<file path="config.mk">
export PLATFORM = sky130hd
export DESIGN_NAME = axis_counter_source_flat
export DESIGN_NICKNAME = d
export VERILOG_FILES = /design/src/rtl/axis_counter_source_if.sv /design/src/rtl/axis_counter_source.sv /design/src/flat_wrapper.sv
export SDC_FILE = /design/constraint.sdc
export NUM_CORES = 1
export LEC_CHECK = 0
export ABC_CLOCK_PERIOD_IN_PS = 1800
export CAP_MARGIN = 0
export CORE_MARGIN = 2
export CORE_UTILIZATION = 33
export DETAILED_ROUTE_END_ITERATION = 7
export GPL_TIMING_DRIVEN = 0
export PLACE_DENSITY_LB_ADDON = 0.2
export SKIP_LAST_GASP = 1
export SYNTH_ARGS = -nofsm -noshare
export SYNTH_HDL_FRONTEND = slang
export SYNTH_SLANG_ARGS = --single-unit
</file>
<file path="constraint.sdc">
create_clock -name clk -period 1.8 [get_ports clk]
set_input_delay 0.36 -clock clk [delete_from_list [all_inputs] [get_ports clk]]
set_output_delay 0.36 -clock clk [all_outputs]
set_load 0.01 [all_outputs]
</file>
<file path="src/rtl/axis_counter_source_if.sv">
// ============================================================================
// Module      : axis_counter_source_if
// Description : AXI-Stream beat bundle (tdata/tvalid/tready/tlast) with
//               master and slave modports.
// Revision    : 1.0 - initial release
// ============================================================================
`default_nettype none

interface axis_counter_source_if #(
    parameter int c_WIDTH = 8
);
    logic [c_WIDTH-1:0] tdata;
    logic               tvalid;
    logic               tready;
    logic               tlast;

    modport master (
        output tdata,
        output tvalid,
        output tlast,
        input  tready
    );

    modport slave (
        input  tdata,
        input  tvalid,
        input  tlast,
        output tready
    );
endinterface

`default_nettype wire

</file>
<file path="src/rtl/axis_counter_source.sv">
// ============================================================================
// Module      : axis_counter_source
// Description : AXI-Stream packet source emitting a programmed number of
//               fixed-length packets whose payload is a free-running counter.
//               Optional inter-packet gap enabled by AXIS_COUNTER_SOURCE_GAP_EN.
// Revision    : 1.0 - initial release
// ============================================================================
`default_nettype none

module axis_counter_source #(
    parameter int c_WIDTH     = 8,
    parameter int c_LEN_WIDTH = 8,
    parameter int c_CNT_WIDTH = 16
) (
    input  wire logic                   clk,
    input  wire logic                   rst,
    input  wire logic                   i_start,
    input  wire logic                   i_stop,
    input  wire logic [c_LEN_WIDTH-1:0] i_pkt_len,
    input  wire logic [c_CNT_WIDTH-1:0] i_pkt_count,
`ifdef AXIS_COUNTER_SOURCE_GAP_EN
    input  wire logic [7:0]             i_gap_len,
`endif
    output logic                        o_busy,
    output logic                        o_done,
    output logic [c_CNT_WIDTH-1:0]      o_pkts_sent,
    axis_counter_source_if.master       m_axis
);

`ifdef AXIS_COUNTER_SOURCE_GAP_EN
    typedef enum logic [1:0] {
        S_IDLE = 2'd0,
        S_SEND = 2'd1,
        S_DONE = 2'd2,
        S_GAP  = 2'd3
    } state_t;
`else
    typedef enum logic [1:0] {
        S_IDLE = 2'd0,
        S_SEND = 2'd1,
        S_DONE = 2'd2
    } state_t;
`endif

    state_t                 r_state;
    state_t                 w_next;

    logic [c_WIDTH-1:0]     r_tdata;
    logic [c_LEN_WIDTH-1:0] r_beat;
    logic [c_LEN_WIDTH-1:0] r_last_idx;
    logic [c_CNT_WIDTH-1:0] r_count;
    logic [c_CNT_WIDTH-1:0] r_pkts_sent;

    logic                   w_tvalid;
    logic                   w_tlast;
    logic                   w_xfer;
    logic                   w_last_xfer;
    logic                   w_end;
    logic [c_CNT_WIDTH-1:0] w_pkts_next;

`ifdef AXIS_COUNTER_SOURCE_GAP_EN
    logic [7:0]             r_gap_len;
    logic [7:0]             r_gap_cnt;
    logic                   r_gap_stop;
`endif

    assign w_xfer      = w_tvalid && m_axis.tready;
    assign w_last_xfer = w_xfer && w_tlast;
    assign w_pkts_next = r_pkts_sent + 1'b1;
    // A run of pkt_count==0 never ends on count, only on stop.
    assign w_end       = ((r_count != '0) && (w_pkts_next == r_count)) || i_stop;

    always_ff @(posedge clk or posedge rst) begin
        if (rst) begin
            r_state <= S_IDLE;
        end else begin
            r_state <= w_next;
        end
    end

    always_comb begin
        w_next   = r_state;
        w_tvalid = 1'b0;
        w_tlast  = 1'b0;
        o_busy   = (r_state != S_IDLE);
        o_done   = 1'b0;
        case (r_state)
            S_IDLE: begin
                if (i_start) begin
                    w_next = S_SEND;
                end
            end
            S_SEND: begin
                w_tvalid = 1'b1;
                w_tlast  = (r_beat == r_last_idx);
                if (w_last_xfer) begin
                    if (w_end) begin
                        w_next = S_DONE;
`ifdef AXIS_COUNTER_SOURCE_GAP_EN
                    end else if (r_gap_len != 8'd0) begin
                        w_next = S_GAP;
`endif
                    end else begin
                        w_next = S_SEND;
                    end
                end
            end
            S_DONE: begin
                o_done = 1'b1;
                w_next = S_IDLE;
            end
`ifdef AXIS_COUNTER_SOURCE_GAP_EN
            S_GAP: begin
                // Stop seen at any point of the gap ends the run once it expires.
                if (r_gap_cnt <= 8'd1) begin
                    w_next = (r_gap_stop || i_stop) ? S_DONE : S_SEND;
                end
            end
`endif
            default: begin
                w_next = S_IDLE;
            end
        endcase
    end

    always_ff @(posedge clk or posedge rst) begin
        if (rst) begin
            r_tdata     <= '0;
            r_beat      <= '0;
            r_last_idx  <= '0;
            r_count     <= '0;
            r_pkts_sent <= '0;
        end else begin
            if ((r_state == S_IDLE) && i_start) begin
                r_last_idx  <= (i_pkt_len == '0) ? '0 : (i_pkt_len - 1'b1);
                r_count     <= i_pkt_count;
                r_pkts_sent <= '0;
                r_tdata     <= '0;
                r_beat      <= '0;
            end else if (w_xfer) begin
                r_tdata <= r_tdata + 1'b1;
                if (w_tlast) begin
                    r_beat      <= '0;
                    r_pkts_sent <= w_pkts_next;
                end else begin
                    r_beat <= r_beat + 1'b1;
                end
            end
        end
    end

`ifdef AXIS_COUNTER_SOURCE_GAP_EN
    always_ff @(posedge clk or posedge rst) begin
        if (rst) begin
            r_gap_len  <= '0;
            r_gap_cnt  <= '0;
            r_gap_stop <= 1'b0;
        end else begin
            if ((r_state == S_IDLE) && i_start) begin
                r_gap_len <= i_gap_len;
            end
            if ((r_state == S_SEND) && (w_next == S_GAP)) begin
                r_gap_cnt  <= r_gap_len;
                r_gap_stop <= 1'b0;
            end else if (r_state == S_GAP) begin
                r_gap_cnt  <= r_gap_cnt - 1'b1;
                r_gap_stop <= r_gap_stop | i_stop;
            end
        end
    end
`endif

    assign o_pkts_sent   = r_pkts_sent;
    assign m_axis.tdata  = r_tdata;
    assign m_axis.tvalid = w_tvalid;
    assign m_axis.tlast  = w_tlast;

endmodule

`default_nettype wire

</file>
<file path="src/flat_wrapper.sv">
// flat-port wrapper written by rule: the top's interface ports become plain ports
module axis_counter_source_flat 
#(
    parameter int c_WIDTH     = 8,
    parameter int c_LEN_WIDTH = 8,
    parameter int c_CNT_WIDTH = 16
)
  (clk, rst, i_start, i_stop, i_pkt_len, i_pkt_count, o_busy, o_done, o_pkts_sent, m_axis_tdata, m_axis_tvalid, m_axis_tlast, m_axis_tready);
  axis_counter_source_if #(.c_WIDTH(c_WIDTH)) m_axis_i ();
  input  wire logic clk;
  input  wire logic rst;
  input  wire logic i_start;
  input  wire logic i_stop;
  input  wire logic [c_LEN_WIDTH-1:0] i_pkt_len;
  input  wire logic [c_CNT_WIDTH-1:0] i_pkt_count;
  output logic o_busy;
  output logic o_done;
  output logic [c_CNT_WIDTH-1:0] o_pkts_sent;
  output wire logic [$bits(m_axis_i.tdata)-1:0] m_axis_tdata;
  output wire logic [$bits(m_axis_i.tvalid)-1:0] m_axis_tvalid;
  output wire logic [$bits(m_axis_i.tlast)-1:0] m_axis_tlast;
  input wire logic [$bits(m_axis_i.tready)-1:0] m_axis_tready;
  assign m_axis_tdata = m_axis_i.tdata;
  assign m_axis_tvalid = m_axis_i.tvalid;
  assign m_axis_tlast = m_axis_i.tlast;
  assign m_axis_i.tready = m_axis_tready;
  axis_counter_source #(.c_WIDTH(c_WIDTH), .c_LEN_WIDTH(c_LEN_WIDTH), .c_CNT_WIDTH(c_CNT_WIDTH)) u_core (.clk(clk), .rst(rst), .i_start(i_start), .i_stop(i_stop), .i_pkt_len(i_pkt_len), .i_pkt_count(i_pkt_count), .o_busy(o_busy), .o_done(o_done), .o_pkts_sent(o_pkts_sent), .m_axis(m_axis_i));
endmodule
</file>
==> results of run 1 <==
-- synthesized netlist by cell type (all sizes together) (2+ instances only) --
| library cell | n |
|---|---|
| a21oi | 9 |
| ha | 4 |
| o31ai | 7 |
| nand4 | 14 |
| nor4 | 9 |
| and3 | 6 |
| o41ai | 3 |
| nor2 | 34 |
| or3 | 2 |
| nand3 | 12 |
| nand4b | 2 |
| buf | 12 |
| nand2b | 4 |
| mux2 | 2 |
| dfrtp | 58 |
| xnor2 | 23 |
| a31oi | 3 |
| xor2 | 18 |
| and4 | 3 |
| nor2b | 7 |
| o211ai | 2 |
| inv | 12 |
| nand2 | 88 |
| or4 | 2 |
| clkbuf | 8 |
| and2 | 5 |
| nor3 | 6 |
| o21ai | 38 |
-- worst max-delay path by stage --
stage	end	slack, ns
after floorplan	u_core.r_state[0]$_DFFE_PP0P_	-0.11
after global placement	u_core.o_pkts_sent[10]$_DFFE_PP0P_	-0.55
after detailed placement	u_core.o_pkts_sent[10]$_DFFE_PP0P_	-0.55
after CTS	u_core.r_state[0]$_DFFE_PP0P_	-0.23
after global routing	u_core.r_state[0]$_DFFE_PP0P_	-0.34
final	u_core.r_state[0]$_DFFE_PP0P_	-0.24
-- metrics by stage --
step | util | total power [mW] | setup TNS, ns
after floorplan | - | 3.24 | -0.155
after global placement | 0.412 | 3.85 | -17.49
after detailed placement | 0.412 | 3.90 | -19.03
after CTS | 0.459 | 5.25 | -2.84
after global routing | 0.488 | 5.78 | -4.96
final | 0.488 | 5.34 | -3.07
-- worst max-delay path, stage by stage (launching register included) --
cell and delay [ns]:
dfrtp_2 0.43, buf_12 0.12, nand4_4 0.11, nor4_4 0.22, buf_4 0.19, mux2_2 0.33
o311ai_0 0.10, nand4_1 0.23, a2bb2oi_1 0.18
-- final cells by class --
type	count	area, sq um
well taps	136	170
repair buffers	93	906
inverters	12	48.8
clock inverters	3	17.5
plain buffers	17	148
fillers	1016	5270
multi-input cells	316	2110
flip-flops and latches	58	1470
clock buffers	11	141
-- timing repair --
item / CTS / global route
buffers inserted: 22 / 13
cloned: 1 / 0
pin swaps: 10 / 15
hold endpoints to repair: 0 / 0
hold buffers: 0 / 0
endpoints found under the setup margin: 40 / 52
gates resized for setup: 42 / 46
-- power by group --
group          internal [mW]  switching (mW)
clock                  0.517           0.508
sequential              1.70           0.429
combinational           1.11            1.09
-- per-layer routing --
metal | part of all wire | vias up | routed length (um) | GRT usage
li1 | - | 1608 | - | -
met1 | 0.47 | 1530 | 4640 | 0.253
met2 | 0.47 | 84 | 4560 | 0.277
met3 | 0.044 | 11 | 434 | 0.0274
met4 | 0.016 | 0 | 153 | 0.0686
met5 | 0 | - | 0 | 0
-- placed cells by master (no fill, tap or decap), types with 11 or more instances in the layout --
| cell | Yosys | final |
|---|---|---|
| buf_4 | 2 | 35 |
| clkbuf_8 | 0 | 11 |
| clkdlybuf4s50_1 | 0 | 50 |
| dfrtp_1 | 58 | 47 |
| dfrtp_2 | 0 | 11 |
| inv_1 | 12 | 11 |
| nand2_1 | 88 | 85 |
| nor2_1 | 34 | 29 |
| o21ai_0 | 37 | 28 |
| xnor2_1 | 23 | 22 |
| xor2_1 | 18 | 18 |
-- flip-flops by register name, summed over array words and instances, names as in the netlist --
name                 flops
u_core.r_beat            8
u_core.m_axis.tdata      8
u_core.r_state           2
u_core.r_last_idx        8
u_core.o_pkts_sent      16
u_core.r_count          16
-- cell families after synthesis --
logic type,Yosys count,synth area share
compound gates,71,0.124
fa+ha+maj,4,0.0143
buf+inv,32,0.0455
mux,3,0.00932
xor+xnor,41,0.103
simple gates,197,0.288
flops,58,0.416
==> impl_metrics.json, run 1 <==
{
  "outcome": "finished with violations",
  "violations": "setup timing",
  "synth-async-reset-ratio": 1.00,
  "synthTopCellsByArea": "dfrtp_1, nand2_1, xnor2_1",
  "routed_wirelength_mm": 9.78,
  "r2r-end": "u_core.r_state[0]$_DFFE_PP0P_",
  "grt_pass1_wl_mm": 16.0,
  "antenna-diode-count": 0,
  "syn_to_final_growth_pct": 43.6,
  "rsz0062_at_grt": "yes",
  "grtUsageTotal": 0.179,
  "period_share": 1.13,
  "synth_fp_nets": 439,
  "ys_types": 52,
  "wl_per_cell_um": 15.1,
  "startpoint": "u_core.o_pkts_sent[0]$_DFFE_PP0P_",
  "ys.flop_type": "dfrtp_1",
  "crit_path_start_kind": "flop",
  "synthCells": 406,
  "final_nets": 540,
  "slew_headroom": 0.540,
  "hold_path.class": "in2async",
  "drt-initial-drc-count": 164,
  "ys_ff_latch": 58,
  "cts_buffers": 9,
  "reg2reg_from": "u_core.o_pkts_sent[0]$_DFFE_PP0P_",
  "yosysTopAreaCell": "dfrtp_1",
  "fin_skew_ns": 0.0104,
  "clock_sinks": 58,
  "vias": 3233,
  "final_cells": 646,
  "min_period_ns": 2.04,
  "whs_ns": 0.354,
  "p_per_area_nw_per_um2": 1070,
  "synth_top_area_frac": 0.416,
  "drv_cap": 0,
  "syn_avg_cell_area_sq_um": 8.60,
  "path_class": "reg2reg",
  "setup_ws_ns": -0.236,
  "dp_slack_ns": -0.553,
  "clockBufferDepth": 2,
  "clk_pin_slew_worst_paths_ns": 0.07,
  "first_global_vias": 3159,
  "chipWidth_um": 107,
  "antenna_left": 0,
  "max_freq_mhz": 491,
  "worst_pin_slew_ns": 0.691,
  "regToRegSetupSlack_ns": -0.24,
  "p_leak_nw": 2.20,
  "setup_violations": 22,
  "cts_tree": "done",
  "cts_max_level": 3,
  "drive_above_1_share": 0.231,
  "worstPathMaxFanout": 4,
  "vias_per_cell": 5.00,
  "worstSetupEndpointType": "flop",
  "grt_max_degree": 59,
  "vdd_ir_drop_max_mv": 0.444,
  "overflow": 0,
  "yosysSeqAreaShare": 0.416,
  "yosysWarnings": 0,
  "crit_arrival_ns": 2.26,
  "hpwl_mm": 6.72,
  "drt_pass1_iterations": 5,
  "clk_latency_ns": 0.34,
  "fin_area_sq_um": 5010,
  "num_io_pins": 57,
  "maxSlewViolCount": 0,
  "place_inst": 598,
  "dieHeight_um": 107,
  "worstPathRequired_ns": 2.02,
  "drcViolationCount": 0,
  "rr_worst_depth": 8,
  "dpl_cell_area_sq_um": 4240,
  "io_buffers": 56,
  "hold_viol": 0,
  "antenna_found_initial": 0,
  "rows": 37,
  "synth_edf_count": 0,
  "design.core.area_sq_um": 10300,
  "dieArea_sq_um": 11400,
  "initial_utilization": 0.340,
  "globalplace.congestion": 0.850,
  "netlist_area_sq_um": 3490,
  "root_buffer": "clkbuf_8"
}
(Power assumes the default switching activity.)
==> run 2: changes to the inputs <==
--- a/config.mk
+++ b/config.mk
@@ -11,6 +11,7 @@
 export CORE_UTILIZATION = 33
 export DETAILED_ROUTE_END_ITERATION = 7
 export GPL_TIMING_DRIVEN = 0
+export HOLD_SLACK_MARGIN = 0.12
 export PLACE_DENSITY_LB_ADDON = 0.2
 export SKIP_LAST_GASP = 1
 export SYNTH_ARGS = -nofsm -noshare
==> results of run 2 <==
No change in the layout: final DEF, timing and power equal those of run 1.
